## src/rtl/sd_cmd_ctrl.sv

```systemverilog
// SD native-mode CMD-line controller: sd_clk generation, 48-bit command
// serialisation with CRC7, response capture/check with start-bit timeout.
module sd_cmd_ctrl #(
   parameter int unsigned CLK_DIV      = 4,
   parameter int unsigned RESP_TIMEOUT = 64,
   parameter int unsigned NCC_GAP      = 8
) (
   input  logic        clk,
   input  logic        rst,
   input  logic        cmd_start,
   input  logic [5:0]  cmd_index,
   input  logic [31:0] cmd_arg,
   input  logic        resp_en,
   output logic        busy,
   output logic        done,
   output logic        timeout,
   output logic        crc_err,
   output logic [5:0]  resp_index,
   output logic [31:0] resp_arg,
   output logic        sd_clk,
   output logic        sd_cmd_o,
   output logic        sd_cmd_oe,
   input  logic        sd_cmd_i
);

   localparam int unsigned DIV_W   = (CLK_DIV > 1) ? $clog2(CLK_DIV) : 1;
   localparam int unsigned TO_W    = $clog2(RESP_TIMEOUT + 1);
   localparam int unsigned GAP_W   = $clog2(NCC_GAP + 1);
   localparam int unsigned FRAME_W = 48;
   localparam int unsigned BIT_W   = 6;

   typedef enum logic [2:0] {
      S_IDLE,
      S_SEND,
      S_WAIT,
      S_RECV,
      S_GAP
   } state_t;

   // CRC7, polynomial x^7 + x^3 + 1, zero seed, MSB first
   function automatic logic [6:0] f_crc7(input logic [39:0] d);
      logic [6:0] c;
      logic       fb;
      c = '0;
      for (int i = 39; i >= 0; i--) begin
         fb = d[i] ^ c[6];
         c  = {c[5:3], c[2] ^ fb, c[1:0], fb};
      end
      return c;
   endfunction

   state_t             r_state, w_state_nxt;
   logic [DIV_W-1:0]   r_div_cnt;
   logic               r_sd_clk;
   logic               r_busy, w_busy_nxt;
   logic               r_done, w_done_nxt;
   logic               r_timeout, w_timeout_nxt;
   logic               r_crc_err, w_crc_err_nxt;
   logic [5:0]         r_resp_index, w_resp_index_nxt;
   logic [31:0]        r_resp_arg, w_resp_arg_nxt;
   logic               r_cmd_o, w_cmd_o_nxt;
   logic               r_cmd_oe, w_cmd_oe_nxt;
   logic [FRAME_W-1:0] r_frame, w_frame_nxt;
   logic               r_resp_en, w_resp_en_nxt;
   logic [BIT_W-1:0]   r_bit_cnt, w_bit_cnt_nxt;
   logic [TO_W-1:0]    r_wait_cnt, w_wait_cnt_nxt;
   logic [GAP_W-1:0]   r_gap_cnt, w_gap_cnt_nxt;
   logic [46:0]        r_rx, w_rx_nxt;

   logic               w_div_tc;
   logic               w_fall_en;
   logic               w_rise_en;
   logic               w_accept;
   logic [6:0]         w_crc_tx;
   logic [47:0]        w_rx_shift;
   logic [6:0]         w_crc_rx;

   assign w_div_tc   = (r_div_cnt == DIV_W'(CLK_DIV - 1));
   assign w_fall_en  = w_div_tc & r_sd_clk;
   assign w_rise_en  = w_div_tc & ~r_sd_clk;
   assign w_accept   = cmd_start & ~r_busy;
   assign w_crc_tx   = f_crc7({2'b01, cmd_index, cmd_arg});
   assign w_rx_shift = {r_rx, sd_cmd_i};
   assign w_crc_rx   = f_crc7(w_rx_shift[47:8]);

   // Free-running sd_clk divider, runs in IDLE too so the card gets init clocks
   always_ff @(posedge clk) begin
      if (rst) begin
         r_div_cnt <= '0;
         r_sd_clk  <= 1'b0;
      end else if (w_div_tc) begin
         r_div_cnt <= '0;
         r_sd_clk  <= ~r_sd_clk;
      end else begin
         r_div_cnt <= r_div_cnt + DIV_W'(1);
      end
   end

   always_ff @(posedge clk) begin
      if (rst) begin
         r_state      <= S_IDLE;
         r_busy       <= 1'b0;
         r_done       <= 1'b0;
         r_timeout    <= 1'b0;
         r_crc_err    <= 1'b0;
         r_resp_index <= '0;
         r_resp_arg   <= '0;
         r_cmd_o      <= 1'b1;
         r_cmd_oe     <= 1'b0;
         r_frame      <= '0;
         r_resp_en    <= 1'b0;
         r_bit_cnt    <= '0;
         r_wait_cnt   <= '0;
         r_gap_cnt    <= '0;
         r_rx         <= '0;
      end else begin
         r_state      <= w_state_nxt;
         r_busy       <= w_busy_nxt;
         r_done       <= w_done_nxt;
         r_timeout    <= w_timeout_nxt;
         r_crc_err    <= w_crc_err_nxt;
         r_resp_index <= w_resp_index_nxt;
         r_resp_arg   <= w_resp_arg_nxt;
         r_cmd_o      <= w_cmd_o_nxt;
         r_cmd_oe     <= w_cmd_oe_nxt;
         r_frame      <= w_frame_nxt;
         r_resp_en    <= w_resp_en_nxt;
         r_bit_cnt    <= w_bit_cnt_nxt;
         r_wait_cnt   <= w_wait_cnt_nxt;
         r_gap_cnt    <= w_gap_cnt_nxt;
         r_rx         <= w_rx_nxt;
      end
   end

   always_comb begin
      w_state_nxt      = r_state;
      w_busy_nxt       = r_busy;
      w_done_nxt       = 1'b0;
      w_timeout_nxt    = r_timeout;
      w_crc_err_nxt    = r_crc_err;
      w_resp_index_nxt = r_resp_index;
      w_resp_arg_nxt   = r_resp_arg;
      w_cmd_o_nxt      = r_cmd_o;
      w_cmd_oe_nxt     = r_cmd_oe;
      w_frame_nxt      = r_frame;
      w_resp_en_nxt    = r_resp_en;
      w_bit_cnt_nxt    = r_bit_cnt;
      w_wait_cnt_nxt   = r_wait_cnt;
      w_gap_cnt_nxt    = r_gap_cnt;
      w_rx_nxt         = r_rx;

      case (r_state)
         S_IDLE: begin
            w_cmd_oe_nxt = 1'b0;
            w_cmd_o_nxt  = 1'b1;
            if (w_accept) begin
               w_busy_nxt    = 1'b1;
               w_frame_nxt   = {2'b01, cmd_index, cmd_arg, w_crc_tx, 1'b1};
               w_resp_en_nxt = resp_en;
               w_timeout_nxt = 1'b0;
               w_crc_err_nxt = 1'b0;
               w_bit_cnt_nxt = '0;
               w_state_nxt   = S_SEND;
            end
         end

         // Bit 47 stays on the line one full sd_clk before oe is released
         S_SEND: begin
            if (w_fall_en) begin
               if (r_bit_cnt == BIT_W'(FRAME_W)) begin
                  w_cmd_oe_nxt   = 1'b0;
                  w_cmd_o_nxt    = 1'b1;
                  w_wait_cnt_nxt = '0;
                  w_gap_cnt_nxt  = '0;
                  w_state_nxt    = r_resp_en ? S_WAIT : S_GAP;
               end else begin
                  w_cmd_o_nxt   = r_frame[FRAME_W-1];
                  w_cmd_oe_nxt  = 1'b1;
                  w_frame_nxt   = {r_frame[FRAME_W-2:0], 1'b0};
                  w_bit_cnt_nxt = r_bit_cnt + BIT_W'(1);
               end
            end
         end

         // Start bit is checked before the timeout count, so it wins on the last edge
         S_WAIT: begin
            if (w_rise_en) begin
               if (!sd_cmd_i) begin
                  w_rx_nxt      = w_rx_shift[46:0];
                  w_bit_cnt_nxt = BIT_W'(1);
                  w_state_nxt   = S_RECV;
               end else if (r_wait_cnt == TO_W'(RESP_TIMEOUT - 1)) begin
                  w_timeout_nxt = 1'b1;
                  w_gap_cnt_nxt = '0;
                  w_state_nxt   = S_GAP;
               end else begin
                  w_wait_cnt_nxt = r_wait_cnt + TO_W'(1);
               end
            end
         end

         S_RECV: begin
            if (w_rise_en) begin
               w_rx_nxt = w_rx_shift[46:0];
               if (r_bit_cnt == BIT_W'(FRAME_W - 1)) begin
                  w_resp_index_nxt = w_rx_shift[45:40];
                  w_resp_arg_nxt   = w_rx_shift[39:8];
                  w_crc_err_nxt    = w_rx_shift[46] | ~w_rx_shift[0] |
                                     (w_crc_rx != w_rx_shift[7:1]);
                  w_gap_cnt_nxt    = '0;
                  w_state_nxt      = S_GAP;
               end else begin
                  w_bit_cnt_nxt = r_bit_cnt + BIT_W'(1);
               end
            end
         end

         S_GAP: begin
            w_cmd_oe_nxt = 1'b0;
            if (w_fall_en) begin
               if (r_gap_cnt == GAP_W'(NCC_GAP - 1)) begin
                  w_done_nxt  = 1'b1;
                  w_busy_nxt  = 1'b0;
                  w_state_nxt = S_IDLE;
               end else begin
                  w_gap_cnt_nxt = r_gap_cnt + GAP_W'(1);
               end
            end
         end

         default: begin
            w_state_nxt = S_IDLE;
         end
      endcase
   end

   assign busy       = r_busy;
   assign done       = r_done;
   assign timeout    = r_timeout;
   assign crc_err    = r_crc_err;
   assign resp_index = r_resp_index;
   assign resp_arg   = r_resp_arg;
   assign sd_clk     = r_sd_clk;
   assign sd_cmd_o   = r_cmd_o;
   assign sd_cmd_oe  = r_cmd_oe;

endmodule

```

## config.mk

```make
export PLATFORM = sky130hd
export DESIGN_NAME = sd_cmd_ctrl
export DESIGN_NICKNAME = d
export VERILOG_FILES = /design/src/rtl/sd_cmd_ctrl.sv
export SDC_FILE = /design/constraint.sdc
export NUM_CORES = 1
export LEC_CHECK = 0
export BUFFER_PORTS_ARGS = -buffer_cell sky130_fd_sc_hd__buf_2
export CELL_PAD_IN_SITES_DETAIL_PLACEMENT = 1
export CELL_PAD_IN_SITES_GLOBAL_PLACEMENT = 2
export CORE_AREA = 2 2 159 146
export CTS_CLUSTER_SIZE = 12
export DETAILED_ROUTE_END_ITERATION = 8
export DIE_AREA = 0 0 161 148
export HOLD_SLACK_MARGIN = 0.03
export PLACE_DENSITY_LB_ADDON = 0.05
export SLEW_MARGIN = 10
export SYNTH_ARGS = -nofsm -noshare
export SYNTH_HDL_FRONTEND = slang
export SYNTH_SLANG_ARGS = --single-unit
```

## constraint.sdc

```tcl
create_clock -name clk -period 3.8 [get_ports clk]
set_clock_uncertainty 0.2 [all_clocks]
set_input_delay 0.76 -clock clk [delete_from_list [all_inputs] [get_ports clk]]
set_output_delay 0.76 -clock clk [all_outputs]
set_load 0.05 [all_outputs]
```

---- Word-level counts from Yosys, hierarchy flattened ----
Cells that the tools add are included.
word-level totals
  register bits after elaboration ......... 163
  bits of input ports ..................... 43
  output and inout bits ................... 45
cells by class
  $add $sub $neg .......................... 4
  equality and inequality tests ........... 26
  multiplexer cells ....................... 63
  bitwise operators ....................... 154
  reduce and logical (&&, ||, !) cells .... 26
operators with widths
  operator                                     number
  2-to-1 mux 48 bit                            3
  XOR 1 bit                                    142
  2-to-1 mux 47 bit                            3
  one-hot mux 48 bit (2 select lines)          1
  one-hot mux 47 bit (2 select lines)          1
  2-to-1 mux 6 bit                             7
  2-to-1 mux 4 bit                             9
  2-to-1 mux 7 bit                             5
  2-to-1 mux 3 bit                             11
  != test 2 bit, second input constant         15
  one-hot mux 6 bit (4 select lines)           1
  one-hot mux 4 bit (4 select lines)           1
  AND reduction 4 bit                          4
  one-hot mux 3 bit (5 select lines)           1
  2-to-1 mux 1 bit                             14
  one-hot mux 7 bit (2 select lines)           1
  nonzero test 2 bit                           7
  == test 6 bit, second input constant         2
  one-hot mux 1 bit (2 select lines)           5
  AND reduction 10 bit                         1
  AND reduction 9 bit                          1
  AND reduction 8 bit                          1
  nonzero test 4 bit                           2
  adder 7 x 1 -> 7 bit, second input constant  1
  21 further kinds                             34

---- Depth between registers and ports, before layout ----
  word-level depth ........................ 24
  gate-level depth with buffers ........... 10
  gate-level depth less buffers ........... 10

---- Worst setup path before layout ----
Ideal clock, no wire load.
  kind .................................... input to register
  from .................................... input port cmd_index[5]
  to ...................................... register r_frame[1]
  setup time .............................. 0.128 ns
  arrival ................................. 2.880 ns
  data required time ...................... 3.472 ns
  slack ................................... 0.592 ns
  cell stages on the path ................. 8
  buffers on the path ..................... 0
  cells stage by stage .................... xnor3_1 > xor2_2 > xnor3_1 > xnor2_2 > xnor3_2 > xnor2_1 > a222oi_1 > nor2_1
on the way
  cells in the longest elaborated chain, start to end .. 16
  elaborated cells between the ends (all ways) .. 39
  classes of those cells .................. mux (2); bitwise (37)
RTL lines
  element                                line  RTL
  from (decl)                            11    input logic [5:0] cmd_index,
  XOR 1 bit                              47    c = {c[5:3], c[2] ^ fb, c[1:0], fb};
  XOR 1 bit                              46    fb = d[i] ^ c[6];
  XOR 1 bit                              47
  XOR 1 bit                              46
  XOR 1 bit                              47
  XOR 1 bit                              46
  XOR 1 bit                              47
  XOR 1 bit                              46
  XOR 1 bit                              47
  XOR 1 bit                              46
  XOR 1 bit                              47
  XOR 1 bit                              46
  XOR 1 bit *                            47
  XOR 1 bit *                            46
  2-to-1 mux 48 bit *                    156   if (w_accept) begin
  one-hot mux 48 bit (2 select lines) *  152   case (r_state)
  to (signal assigned)                   126   r_frame <= w_frame_nxt;
  to (decl)                              63    logic [FRAME_W-1:0] r_frame, w_frame_nxt;
Every way passes the cells marked *; elsewhere a longest branch is shown, timed or not. The select of a mux whose other input is x is not followed.
A chain may end at the register's enable or synchronous reset.

---- Worst setup path in the final report ----
  from .................................... register r_rx[45]
  to ...................................... register r_crc_err (netlist: crc_err)
on the way
  cells in the longest elaborated chain, start to end .. 23
  elaborated cells between the ends (all ways) .. 67
  classes of those cells .................. eq/ne (1); mux (3); bitwise (63)
RTL lines
  element                               line  RTL
  from (decl)                           68    logic [46:0] r_rx, w_rx_nxt;
  from (signal assigned)                131   r_rx <= w_rx_nxt;
  XOR 1 bit                             46
  XOR 1 bit                             47
  XOR 1 bit                             46
  XOR 1 bit                             47
  XOR 1 bit                             46
  XOR 1 bit                             47
  XOR 1 bit                             46
  XOR 1 bit                             47
  [... 7 more ...]                      --
  XOR 1 bit                             47
  XOR 1 bit                             46
  XOR 1 bit                             47
  != test 7 bit                         209   (w_crc_rx != w_rx_shift[7:1]);
  OR 1 bit *                            208   w_crc_err_nxt = w_rx_shift[46] | ~w_rx_shift[0] |
  2-to-1 mux 1 bit *                    205   if (r_bit_cnt == BIT_W'(FRAME_W - 1)) begin
  2-to-1 mux 1 bit *                    203   if (w_rise_en) begin
  one-hot mux 1 bit (2 select lines) *  152
  to (signal assigned)                  121   r_crc_err <= w_crc_err_nxt;
  to (decl)                             58    logic r_crc_err, w_crc_err_nxt;
Marks and branches as above.

==> flow_summary.toml <==
[yosys]
yosysTopAreaCell = "dfxtp_1"
synthArstFlopShare_pct = 0
netlist_top_cells_area = "dfxtp_1 40%, nand2_1 8.9%, xnor3_1 7.2%, xnor2_1 7.1%, a21oi_1 6.4%"
avgSynthCellArea_um2 = 9.08
synth_mux_area_share_pct = 0.634
synth_edf_count = 0
postSynthCellCount = 891
synth-simple-area-share_pct = 16.9
synth_compound_gate_area_share_pct = 14.9
ys.flop_type = "dfxtp_1"
netlist_area_mm2 = 0.00809
ys_ff_latch = 163
synth_top_area_share_pct = 40.3
synth_top_family_by_area = "XOR/XNOR gates"
seq_area_frac_synth_pct = 40.3
synth_adder_area_share_pct = 0.773
synth-xor-area-share_pct = 23.4
syn-num-nets = 939
ys_types = 58
yosysWarnings = 0

[global_route]
antenna_found_initial = 0
first_global_vias = 6881
grt_max_degree = 63
grt_pass1_wl_mm = 36.5
grt_overflow_total = 0
grt_use_total_pct = 19.0

[floorplan]
initial_utilization_pct = 36.6
die_w_um = 161
die_y_um = 148
die_area_mm2 = 0.0238
core_mm2 = 0.0221
pin_count = 88
num_rows = 52

[worst_setup_path]
path_class = "reg2reg"
critical_path_arrival_ps = 3280
critPathCaptureType = "register"
critPathMaxStageDelay_ps = 510
path_cells = "xnor2_2, xnor3_2, xnor3_2, xnor2_2, xnor2_1, mux2i_1, o2111ai_1, o31a_1"
required_ps = 3920
start_kind = "register"
path_max_fanout = 6
crit_family = "XOR/XNOR gates"
cp_num_buf_inv = 0
slowest_stage = "xnor3_2"

[finish]
layoutNonFillerInstCount = 1265
final_area_mm2 = 0.00940
final_nets = 1002
area_growth_syn_to_layout_pct = 16.1
fill_cells = 2596
drive_above_1_share_pct = 16.4

[route]
wirelength_mm = 21.7
num_vias = 6585
dr.pass1.iters = 7
wl_per_cell_um = 17.1
drt_iter0_markers = 423
ant_nets = 0
via_per_inst = 5.21
drc = 0

[sta]
period_needed_ps = 3160
min_period_over_period_pct = 83.1
rsz0062_at_grt = "no"
worstMarginPinSlew_ps = 793
slew_viol_final = 0
hold_slack_ps = 241
max_freq_ghz = 0.317
setup_viol = 0
slew_headroom_pct = 47.1
fin_setup_tns_ps = 0
hold_viol_final = 0

[power_and_ir_drop]
power.density_mw_per_mm2 = 519
pwr-share-comb_pct = 26.6
power_frac_clock_pct = 35.1
p_int_mw = 3.42
switching_power_mw = 1.46
switching_share_pct = 29.9
irDropWorstVdd_v = 0.000271
leakage_nw = 3.71
seqPwrFrac_pct = 38.3

[cts]
clk_pin_slew_ps = 70
cts_max_level = 4
cts_inserted_buffers = 17
insertion_delay_ps = 430
root_buffer = "clkbuf_16"
cts_resized = 0
cts_tree = "built"
clockBufferDepth = 2
hold_buffers = 0
clock-sinks = 163
cts_setup_buffers = 0

[place]
dpl.hpwl_mm = 15.4
place_congestion = 0.829
place_inst = 1232
io_buffers = 87
place_area_mm2 = 0.00882

[run]
cap_violations = 0

[outcome]
outcome = "completed"

[worst_hold_path]
holdCritPathClass = "reg2reg"
synth_stat cells (3+ instances only):
| cell | count |
|---|---|
| nor3_1 | 12 |
| xnor3_2 | 3 |
| nor2_1 | 77 |
| xor2_1 | 26 |
| xnor2_2 | 9 |
| o22ai_1 | 4 |
| nor3b_1 | 3 |
| a221oi_1 | 3 |
| o21ai_0 | 10 |
| xnor3_1 | 26 |
| clkbuf_1 | 54 |
| a222oi_1 | 40 |
| inv_1 | 7 |
| a21oi_1 | 104 |
| nor2b_1 | 3 |
| xor3_1 | 5 |
| nand2_1 | 191 |
| mux2i_1 | 4 |
| buf_1 | 3 |
| dfxtp_1 | 163 |
| nand3_1 | 9 |
| ha_1 | 5 |
| xnor2_1 | 66 |
| a211oi_1 | 4 |
| and3_1 | 5 |
| nand2b_1 | 7 |
| and2_1 | 4 |
| nand4_1 | 4 |
| nand4b_1 | 3 |
placed cells by master, fill, tap and decap left out, types with 3 or more instances in the layout:
| cell type | instances |
|---|---|
| nand2_1 | 191 |
| dfxtp_1 | 163 |
| a21oi_1 | 104 |
| buf_2 | 86 |
| nor2_1 | 75 |
| xnor2_1 | 66 |
| a222oi_1 | 40 |
| xor2_1 | 26 |
| xnor3_1 | 26 |
| clkbuf_16 | 17 |
| buf_4 | 16 |
| nor3_1 | 12 |
| o21ai_0 | 10 |
| xnor2_2 | 9 |
| nand3_1 | 8 |
| inv_1 | 7 |
| nand2b_1 | 7 |
| inv_6 | 6 |
| and3_1 | 5 |
| xor3_1 | 5 |
| ha_1 | 5 |
| and2_1 | 4 |
| o22ai_1 | 4 |
| nand4_1 | 4 |
| a211oi_1 | 4 |
| mux2i_1 | 4 |
| nor3b_1 | 3 |
| a221oi_1 | 3 |
| nand4b_1 | 3 |
| nor2b_1 | 3 |
| xnor3_2 | 3 |
| clkinvlp_4 | 3 |
metal layers:
metal,GRT usage [%],vias up,routed length (um)
li1,-,3220,-
met1,26.7,3245,10800
met2,30.3,108,9980
met3,3.34,12,728
met4,4.69,0,187
met5,0,-,0
final timing paths:
kind,from,end,slack [ps],cells after the start
min reg2reg,r_div_cnt[0],r_div_cnt[0],240,1
max,r_rx[45],crc_err,640,8
max reg2reg,r_rx[45],crc_err,640,8
min,r_div_cnt[0],r_div_cnt[0],240,1
power groups by stage:
stage | Sequential, mW | Combinational, mW | Clock, mW
after floorplan | 1.89 | 1.05 | 0
after global placement | 1.91 | 1.27 | 0
after detailed placement | 1.91 | 1.30 | 0
after CTS | 1.87 | 1.31 | 1.76
after global routing | 1.88 | 1.41 | 1.83
final | 1.87 | 1.30 | 1.71
sequential cells by signal (all words and copies together) (netlist names), 2 cells and up:
signal / flops
r_wait_cnt: 7
r_gap_cnt: 4
r_rx: 47
r_state: 3
r_bit_cnt: 6
resp_arg: 32
r_div_cnt: 2
r_frame: 48
resp_index: 6
area by class of cell:
class                           instances  area (um^2)  share of cell area [%]
Antenna cell                            1         2.50                  0.0266
Clock buffer                           20          457                    4.86
Clock inverter                         12          119                    1.26
Inverter                                7         26.3                   0.280
Multi-Input combinational cell        662         4590                    48.8
Sequential cell                       163         3260                    34.7
Tap cell                              297          372                    3.95
Timing Repair Buffer                  103          571                    6.07
worst reg2reg max path, cell delays in order (launching register included):
cell and delay [ps]:
dfxtp_1 400, xnor2_2 330, xnor3_2 510, xnor3_2 450, xnor2_2 180, xnor2_1 290, mux2i_1 270, o2111ai_1 140
o31a_1 280
through the flow:
stage          total power, mW  utilization (%)  setup slack, ps
2_1_floorplan             2.94                -              592
3_3_place_gp              3.18             39.9              314
3_5_place_dp              3.20             39.9              241
4_1_cts                   4.94             42.5              584
5_1_grt                   5.12             42.5              464
6_report                  4.88             42.5              643
cells by family (layout without fill, tap and decap cells):
family	Yosys count	in the layout
and+or+nand+nor	326	326
DFF	163	163
xor gates and xnor gates	142	142
buffers and inverters	66	142
muxes	5	5
adders and majority gates	5	5
AOI/OAI and AO/OA	184	184
other	0	1
Note: power is estimated with default switching activity, not from simulation.
